<file path="src/rtl/ahb_bridge_sequencer.sv">
// rtl/ahb_bridge_sequencer.sv - arbitrated single-transfer AHB master front-end for the shared AHB-to-APB bridge
// Build option: define AHB_SEQ_FIXED_PRIO_EN for fixed priority (lowest index wins); default is round-robin.

module ahb_bridge_sequencer #(
   parameter int N_REQ   = 4,
   parameter int TIMEOUT = 16
) (
   input  logic                 HCLK,
   input  logic                 RESET,
   input  logic [N_REQ-1:0]     req,
   input  logic [7*N_REQ-1:0]   req_addr,
   input  logic [N_REQ-1:0]     req_write,
   input  logic [32*N_REQ-1:0]  req_wdata,
   output logic [N_REQ-1:0]     gnt,
   output logic [N_REQ-1:0]     done,
   output logic [N_REQ-1:0]     err,
   output logic [31:0]          rdata,
   output logic                 HSEL,
   output logic                 HWRITE,
   output logic                 HREADY,
   output logic [6:0]           HADDR,
   output logic [31:0]          HWDATA,
   input  logic                 HREADYOUT,
   input  logic [31:0]          HRDATA
);

   localparam int IDX_W = (N_REQ > 1) ? $clog2(N_REQ) : 1;
   // One spare width bit when TIMEOUT is 0 so the counter never collapses to zero width
   localparam int CNT_W = (TIMEOUT > 0) ? $clog2(TIMEOUT + 1) : 1;

   typedef enum logic [2:0] {
      ST_IDLE,
      ST_ADDR,
      ST_DATA,
      ST_DONE,
      ST_ABORT
   } state_t;

   state_t               state_q;
   logic [IDX_W-1:0]     win_q;
   logic                 wr_q;
   logic [31:0]          wdata_q;
   logic [CNT_W-1:0]     cnt_q;
   logic                 hsel_q;
   logic                 hwrite_q;
   logic [6:0]           haddr_q;
   logic [31:0]          hwdata_q;
   logic [N_REQ-1:0]     gnt_q;
   logic [N_REQ-1:0]     done_q;
   logic [N_REQ-1:0]     err_q;
   logic [31:0]          rdata_q;

   logic                 win_found_d;
   logic [IDX_W-1:0]     win_idx_d;

   logic [6:0]           addr_arr  [N_REQ];
   logic [31:0]          wdata_arr [N_REQ];

`ifndef AHB_SEQ_FIXED_PRIO_EN
   // Index of the most recent grant; the search for the next winner begins just after it
   logic [IDX_W-1:0]     ptr_q;
`endif

   function automatic logic [N_REQ-1:0] onehot(input logic [IDX_W-1:0] idx);
      logic [N_REQ-1:0] v;
      v      = '0;
      v[idx] = 1'b1;
      return v;
   endfunction

   // Split the flattened per-requester buses into indexable arrays
   always_comb begin
      for (int i = 0; i < N_REQ; i++) begin
         addr_arr[i]  = req_addr[7*i +: 7];
         wdata_arr[i] = req_wdata[32*i +: 32];
      end
   end

`ifdef AHB_SEQ_FIXED_PRIO_EN
   // Fixed priority: scan from the top so the lowest pending index is the last one written
   always_comb begin
      win_found_d = 1'b0;
      win_idx_d   = '0;
      for (int i = N_REQ - 1; i >= 0; i--) begin
         if (req[IDX_W'(i)]) begin
            win_found_d = 1'b1;
            win_idx_d   = IDX_W'(i);
         end
      end
   end
`else
   // Round-robin: first pending requester after the last grant, wrapping modulo N_REQ
   always_comb begin
      logic [IDX_W-1:0] cand;
      win_found_d = 1'b0;
      win_idx_d   = '0;
      cand        = '0;
      for (int k = 1; k <= N_REQ; k++) begin
         cand = IDX_W'((int'(ptr_q) + k) % N_REQ);
         if (!win_found_d && req[cand]) begin
            win_found_d = 1'b1;
            win_idx_d   = cand;
         end
      end
   end
`endif

   // Transfer sequencer: arbitration, address phase, data phase with timeout, status pulse
   always_ff @(posedge HCLK) begin
      if (RESET) begin
         state_q  <= ST_IDLE;
         win_q    <= '0;
         wr_q     <= 1'b0;
         wdata_q  <= '0;
         cnt_q    <= '0;
         hsel_q   <= 1'b0;
         hwrite_q <= 1'b0;
         haddr_q  <= '0;
         hwdata_q <= '0;
         gnt_q    <= '0;
         done_q   <= '0;
         err_q    <= '0;
         rdata_q  <= '0;
`ifndef AHB_SEQ_FIXED_PRIO_EN
         ptr_q    <= IDX_W'(N_REQ - 1);
`endif
      end else begin
         case (state_q)
            ST_IDLE: begin
               if (win_found_d) begin
                  state_q  <= ST_ADDR;
                  win_q    <= win_idx_d;
                  wr_q     <= req_write[win_idx_d];
                  wdata_q  <= wdata_arr[win_idx_d];
                  hsel_q   <= 1'b1;
                  haddr_q  <= addr_arr[win_idx_d];
                  hwrite_q <= req_write[win_idx_d];
                  gnt_q    <= onehot(win_idx_d);
`ifndef AHB_SEQ_FIXED_PRIO_EN
                  ptr_q    <= win_idx_d;
`endif
               end
            end
            ST_ADDR: begin
               state_q  <= ST_DATA;
               hsel_q   <= 1'b0;
               hwdata_q <= wr_q ? wdata_q : 32'h0;
               cnt_q    <= '0;
            end
            ST_DATA: begin
               // A ready response always wins over an expiring counter in the same cycle
               if (HREADYOUT) begin
                  if (!wr_q) begin
                     rdata_q <= HRDATA;
                  end
                  done_q  <= onehot(win_q);
                  state_q <= ST_DONE;
               end else if ((TIMEOUT != 0) && (cnt_q == CNT_W'(TIMEOUT))) begin
                  err_q   <= onehot(win_q);
                  state_q <= ST_ABORT;
               end else if (cnt_q != '1) begin
                  cnt_q <= cnt_q + CNT_W'(1);
               end
            end
            ST_DONE: begin
               done_q  <= '0;
               gnt_q   <= '0;
               state_q <= ST_IDLE;
            end
            ST_ABORT: begin
               err_q   <= '0;
               gnt_q   <= '0;
               state_q <= ST_IDLE;
            end
            default: begin
               state_q <= ST_IDLE;
            end
         endcase
      end
   end

   // HREADY follows the bridge during the data phase so it sees the bus stall; otherwise idle-high
   assign HREADY = (state_q == ST_DATA) ? HREADYOUT : 1'b1;
   assign HSEL   = hsel_q;
   assign HWRITE = hwrite_q;
   assign HADDR  = haddr_q;
   assign HWDATA = hwdata_q;
   assign gnt    = gnt_q;
   assign done   = done_q;
   assign err    = err_q;
   assign rdata  = rdata_q;

endmodule

</file>
<file path="config.mk">
export PLATFORM = sky130hd
export DESIGN_NAME = ahb_bridge_sequencer
export DESIGN_NICKNAME = d
export VERILOG_FILES = /design/src/rtl/ahb_bridge_sequencer.sv
export SDC_FILE = /design/constraint.sdc
export NUM_CORES = 1
export LEC_CHECK = 0
export ABC_AREA = 1
export BUFFER_PORTS_ARGS = -buffer_cell sky130_fd_sc_hd__buf_4
export CAP_MARGIN = 10
export CORE_UTILIZATION = 49
export CTS_BUF_LIST = sky130_fd_sc_hd__clkbuf_2 sky130_fd_sc_hd__clkbuf_4 sky130_fd_sc_hd__clkbuf_8
export DETAILED_ROUTE_END_ITERATION = 10
export PLACE_DENSITY_LB_ADDON = 0.15
export SLEW_MARGIN = 20
export SYNTH_ARGS = -nofsm -noshare
export SYNTH_HDL_FRONTEND = slang
export SYNTH_SLANG_ARGS = --single-unit
</file>
<file path="constraint.sdc">
create_clock -name HCLK -period 2.6 [get_ports HCLK]
set_input_delay 0.39 -clock HCLK [delete_from_list [all_inputs] [get_ports HCLK]]
set_output_delay 0.39 -clock HCLK [all_outputs]
set_load 0.1 [all_outputs]
</file>
==> out/qor.csv, run 1 <==
metric,value,unit
setup.worst_path.class,flip-flop to flip-flop,
timing.rr.start,ptr_q[1],
drive_gt1_share,27.9,%
routed_wl,19800,um
rrSetupSlack,0.27,ns
fillers,1133,
cts_tree,done,
timing.fmax,0.429,GHz
drv_cap,0,
tns,0,ns
place.gp.congestion,0.889,
reg2reg_to,wdata_q[30],
setup_viol,0,
finalPower,0.0126,W
wl_per_cell,13.6,um
design.die.area,0.0138,sq mm
drcViolationCount,0,
grt_pass1_wl,31400,um
firstDrtPassIters,8,
clock_path_buffers,2,
peakVddDrop,0.934,mV
arrival,2.66,ns
rsz0062_at_grt,false,
fin_nets,1475,
cts_made_buffers,17,
cp_max_fo,16,
yosysWarnings,0,
power_leakage,4.67,nW
synth_fp_nets,1216,
grt_max_degree,61,
worstMarginPinSlew,0.618,ns
most-common-layout-cells,"buf_4, nand2_1, nand3_1",
numPortBuffers,284,
coreArea,0.0128,sq mm
htree_levels,4,
layout_commonest_cell,buf_4,
hold_viol,0,
period_needed,2.33,ns
synth_area,0.00652,sq mm
hold_class,input pin to flip-flop,
syn_to_final_growth,40.3,%
p_per_area,1380,mW/mm^2
vias,7398,
fp.dieW,117,um
slew-limit-headroom,58.8,%
clock_sinks,129,
status,finished clean,
endpoint,wdata_q[30],
synth_top_area_cell,dfxtp_1,
clk_pin_slew,0.07,ns
synth.distinct_cells,29,
ff2ff_path_depth,15,
n_antenna_cell,0,
worstPathRequired,2.93,ns
slew_viol_final,0,
dp_worst_setup_slack,0.0705,ns
netlist.area_leader.share,39.6,%
drt_iter0_drc,607,
startpoint_type,flip-flop,
track_usage,27.9,%
timing.final.crit_share,89.6,%
cp-startpoint,ptr_q[1],
pin_count,285,
fin_ws,0.272,ns
die_h,117,um
rows,41,
yosys-top-cells-area,"dfxtp_1, nand2_1, nand3_1, nor2_1, o21ai_0",
via_per_inst,5.08,
ant_nets,0,
synth-seq-cells,129,
synth_area_per_cell,6.43,sq um
grt_pass1_vias,6601,
hold_ws,0.179,ns
insertion_delay,0.43,ns
ys_seq_area_share,39.6,%
start_util,51.1,%
synthesis.instances,1014,
cts_root_buffer,clkbuf_8,
place_hpwl,14400,um
endpoint_kind,flip-flop,
grt_antenna_before_repair,0,
grt.overflow.total,0,
final.setup_skew,0.0155,ns
==> repair_timing <==
item	CTS	global route
gates resized for setup	0	1
endpoints found under the setup margin	0	40
setup buffers	0	3
hold buffers	0	0
==> stage by stage <==
stage               cell area (sq um)  util, %  cells
floorplan                        6520        -   1014
global placement                 8730     68.4   1422
detailed placement               8730     68.4   1422
CTS                              9090     71.2   1453
global route                     9150     71.6   1457
finish                           9150     71.6   1457
==> registers in the layout (all words and copies together), names as in the netlist <==
register and cells:
HWDATA 32, rdata 32, wdata_q 32, HADDR 7, cnt_q 5, done 4, err 4, gnt 4
state_q 3, ptr_q 2, win_q 2, HSEL 1, HWRITE 1
==> metal layers <==
metal,share of wire [%],up-vias,track usage [%]
met5,0,-,0
li1,-,3796,-
met2,49,295,48.4
met4,1.3,0,7.31
met3,6.6,25,6.03
met1,43,3282,34.8
==> power by group <==
part           internal (W)  switching, W
Combinational       0.00262       0.00570
Clock              0.000758      0.000792
Sequential          0.00243      0.000293
==> cell usage after synthesis, drive strengths merged <==
library cell  count
a211oi            2
a21boi            1
a21oi            41
a31oi             2
buf              32
clkbuf           37
clkinv            1
dfxtp           129
ha                3
inv              57
nand2           277
nand3           189
nand4             4
nor2            164
nor3              6
o211a             2
o211ai            3
o21ai            62
o22ai             2
==> final cells by class <==
type / instances / area [sq um] / area share, %
Multi-Input combinational cell: 759 / 3380 / 36.9
Sequential cell: 129 / 2580 / 28.2
Timing Repair Buffer: 308 / 2400 / 26.2
Clock buffer: 18 / 241 / 2.64
Inverter: 58 / 218 / 2.38
Tap cell: 172 / 215 / 2.35
Clock inverter: 13 / 114 / 1.24
==> critical path, stage by stage, from the launching register on <==
cell	delay, ns
dfxtp_1	0.49
inv_2	0.12
nand2_1	0.08
nand2_1	0.09
nand2_1	0.07
nand2_1	0.08
nand2_1	0.12
nand2_1	0.09
nand2_1	0.20
nand3_2	0.38
nand2_1	0.15
nand2_1	0.07
nand2_1	0.06
nand3_1	0.09
nand2_1	0.09
inv_1	0.04
==> cell families (layout without fill, tap and decap cells) <==
kind of cell	after synthesis	count (layout)	synth area share [%]
buf+inv	127	397	8.96
flops	129	129	39.6
simple gates	640	641	41.6
fa+ha+maj	3	3	0.576
compound gates	115	115	9.29
==> worst min-delay path by stage <==
stage	to	from	cells after the start	slack, ns
final	rdata[28]	HRDATA[28]	3	0.18
after global routing	rdata[27]	HRDATA[27]	3	0.16
after CTS	rdata[1]	HRDATA[1]	3	0.16
after floorplan	cnt_q[2]	cnt_q[2]	1	0.44
after global placement	done[0]	done[0]	2	0.44
after detailed placement	done[0]	done[0]	2	0.44
(Power assumes the default switching activity.)
==> inputs of run 2 (changes only) <==
--- a/config.mk
+++ b/config.mk
@@ -8,6 +8,7 @@
 export ABC_AREA = 1
 export BUFFER_PORTS_ARGS = -buffer_cell sky130_fd_sc_hd__buf_4
 export CAP_MARGIN = 10
+export CORE_MARGIN = 3
 export CORE_UTILIZATION = 49
 export CTS_BUF_LIST = sky130_fd_sc_hd__clkbuf_2 sky130_fd_sc_hd__clkbuf_4 sky130_fd_sc_hd__clkbuf_8
 export DETAILED_ROUTE_END_ITERATION = 10
==> run 2 against run 1 <==
  * Clock skew decreased by 0.0051 ns
  * Count of clock-buffer cells in the layout grew 3
  * Largest cell class unchanged
  * Largest power group unchanged
  * Non-clock buffer count unchanged
==> out/qor.csv, run 2 (synthesis gave the netlist of run 1 again) <==
metric,value,unit,change
peakVddDrop,0.983,mV,+5.3%
grt.overflow.total,0,,unchanged
n_antenna_cell,0,,unchanged
clock_sinks,129,,unchanged
vias,7425,,+0.36%
period_needed,2.31,ns,-0.0224 ns
grt_antenna_before_repair,0,,unchanged
fp.dieW,121,um,+3.4%
fillers,1140,,+0.62%
postLayoutCoreUtil,71.4,%,-0.18 points
tns,0,ns,unchanged
start_util,50.8,%,-0.20 points
timing.fmax,0.434,GHz,+0.97%
drv_cap,0,,unchanged
final.setup_skew,0.0103,ns,-0.00514 ns
regArea,0.00258,sq mm,unchanged
hold_viol,0,,unchanged
power_leakage,4.69,nW,+0.48%
cts_root_buffer,clkbuf_8,,
cp_num_buf_inv,3,,+1
timing.final.crit_share,88.7,%,-0.86 points
worstMarginPinSlew,0.559,ns,-0.0582 ns
cts_made_buffers,17,,unchanged
ant_nets,0,,unchanged
die_h,121,um,+3.4%
grt_pass1_wl,32600,um,+3.8%
fin_nets,1475,,unchanged
status,finished clean,,
path_cells,inv_2 -> nand2_1 -> nand2_1 -> nand2_2 -> nand2_2 -> inv_1 -> nand2_1 -> nand2_1 -> nand3_4 -> buf_4 -> nand3_1 -> nand3_1 -> nor2_1 -> nor2_1,,
arrival,2.64,ns,-0.02 ns
layout_commonest_cell,buf_4,,
crit_top_cell,nand2_1,,
insertion_delay,0.45,ns,+0.02 ns
via_per_inst,5.10,,+0.36%
coreArea,0.0128,sq mm,+0.40%
drcViolationCount,0,,unchanged
finalPower,0.0125,W,-0.53%
multiInputGateArea,0.00338,sq mm,about the same
worstPathRequired,2.94,ns,about the same
path_delay_family,simple AND/OR/NAND/NOR gates,,
place.gp.congestion,0.847,,-4.7%
rows,41,,unchanged
rsz0062_at_grt,false,,
wl_per_cell,14.4,um,+6.2%
firstDrtPassIters,5,,-3
setup_viol,0,,unchanged
routed_wl,21100,um,+6.2%
clock_path_buffers,2,,unchanged
drt_iter0_drc,599,,-1.3%
design.die.area,0.0147,sq mm,+6.9%
cp_slowest_stage_delay,0.44,ns,-0.05 ns
cts_tree,done,,
p_per_area,1370,mW/mm^2,-0.68%
clk_pin_slew,0.07,ns,about the same
grt_max_degree,66,,+8.2%
syn_to_final_growth,40.5,%,
cp_max_fo,28,,+12
slew_viol_final,0,,unchanged
place_hpwl,15700,um,+9.0%
pin_count,285,,unchanged
numPortBuffers,284,,unchanged
htree_levels,4,,unchanged
grt_pass1_vias,6667,,+1.0%
setup.worst_path.class,flip-flop to flip-flop,,
startpoint_type,flip-flop,,
slowest_stage,dfxtp_2,,
drive_gt1_share,27.9,%,unchanged
slew-limit-headroom,62.7,%,+3.9 points
hold_class,input pin to flip-flop,,
endpoint_kind,flip-flop,,
track_usage,27.7,%,-0.21 points
most-common-layout-cells,"buf_4, nand2_1, nand3_1",,
-- run 2: through the flow --
step,hold WS (ns),instance area (sq um),worst slack (ns),cells
finish,0.163,9160,0.294,1457
global route,0.158,9160,0.0631,1457
CTS,0.145,9130,0.0769,1455
detailed placement,0.445,8710,-0.0164,1423
global placement,0.435,8710,0.0849,1423
floorplan,0.435,6520,0.357,1014
-- run 2: report_power, final --
part	total [W]	switching [W]	internal, W
clock	0.00176	0.000767	0.000997
combinational	0.00804	0.00563	0.00241
sequential	0.00272	0.000292	0.00243
-- run 2: area by class of cell --
class                   count  area share, %
clock buffers              21           2.95
clock inverters            10           1.47
inverters                  58           2.38
multi-input cells         759           36.9
flip-flops and latches    129           28.2
well taps                 172           2.35
repair buffers            308           25.8
-- run 2: path summary, 6_finish.rpt --
path	slack (ns)	end	cells past startpoint	start
worst max-delay path	0.29	wdata_q[13]	14	ptr_q[0]
worst min-delay path	0.16	rdata[29]	3	HRDATA[29]
worst max register to register	0.29	wdata_q[13]	14	ptr_q[0]
worst min register to register	0.46	done[0]	2	done[0]
-- run 2: worst min-delay path, cell delays in order --
cell and delay, ns:
buf_4 0.08, nor2_1 0.03, nor2_1 0.08
-- run 2: per-layer routing --
layer  wire, um  part of all wire [%]  GRT usage, %
met5          0                     0             0
met4        633                   3.0          10.8
met3       1610                   7.6          7.60
met2       9900                    47          44.8
met1       8910                    42          35.1
-- run 2: timing repair --
action                                  in CTS  in global routing
cloned                                       1                  0
buffers inserted                             0                  2
hold buffers                                 0                  0
gates resized for setup                      0                  3
endpoints found under the setup margin      23                 41
pin swaps                                    1                  2
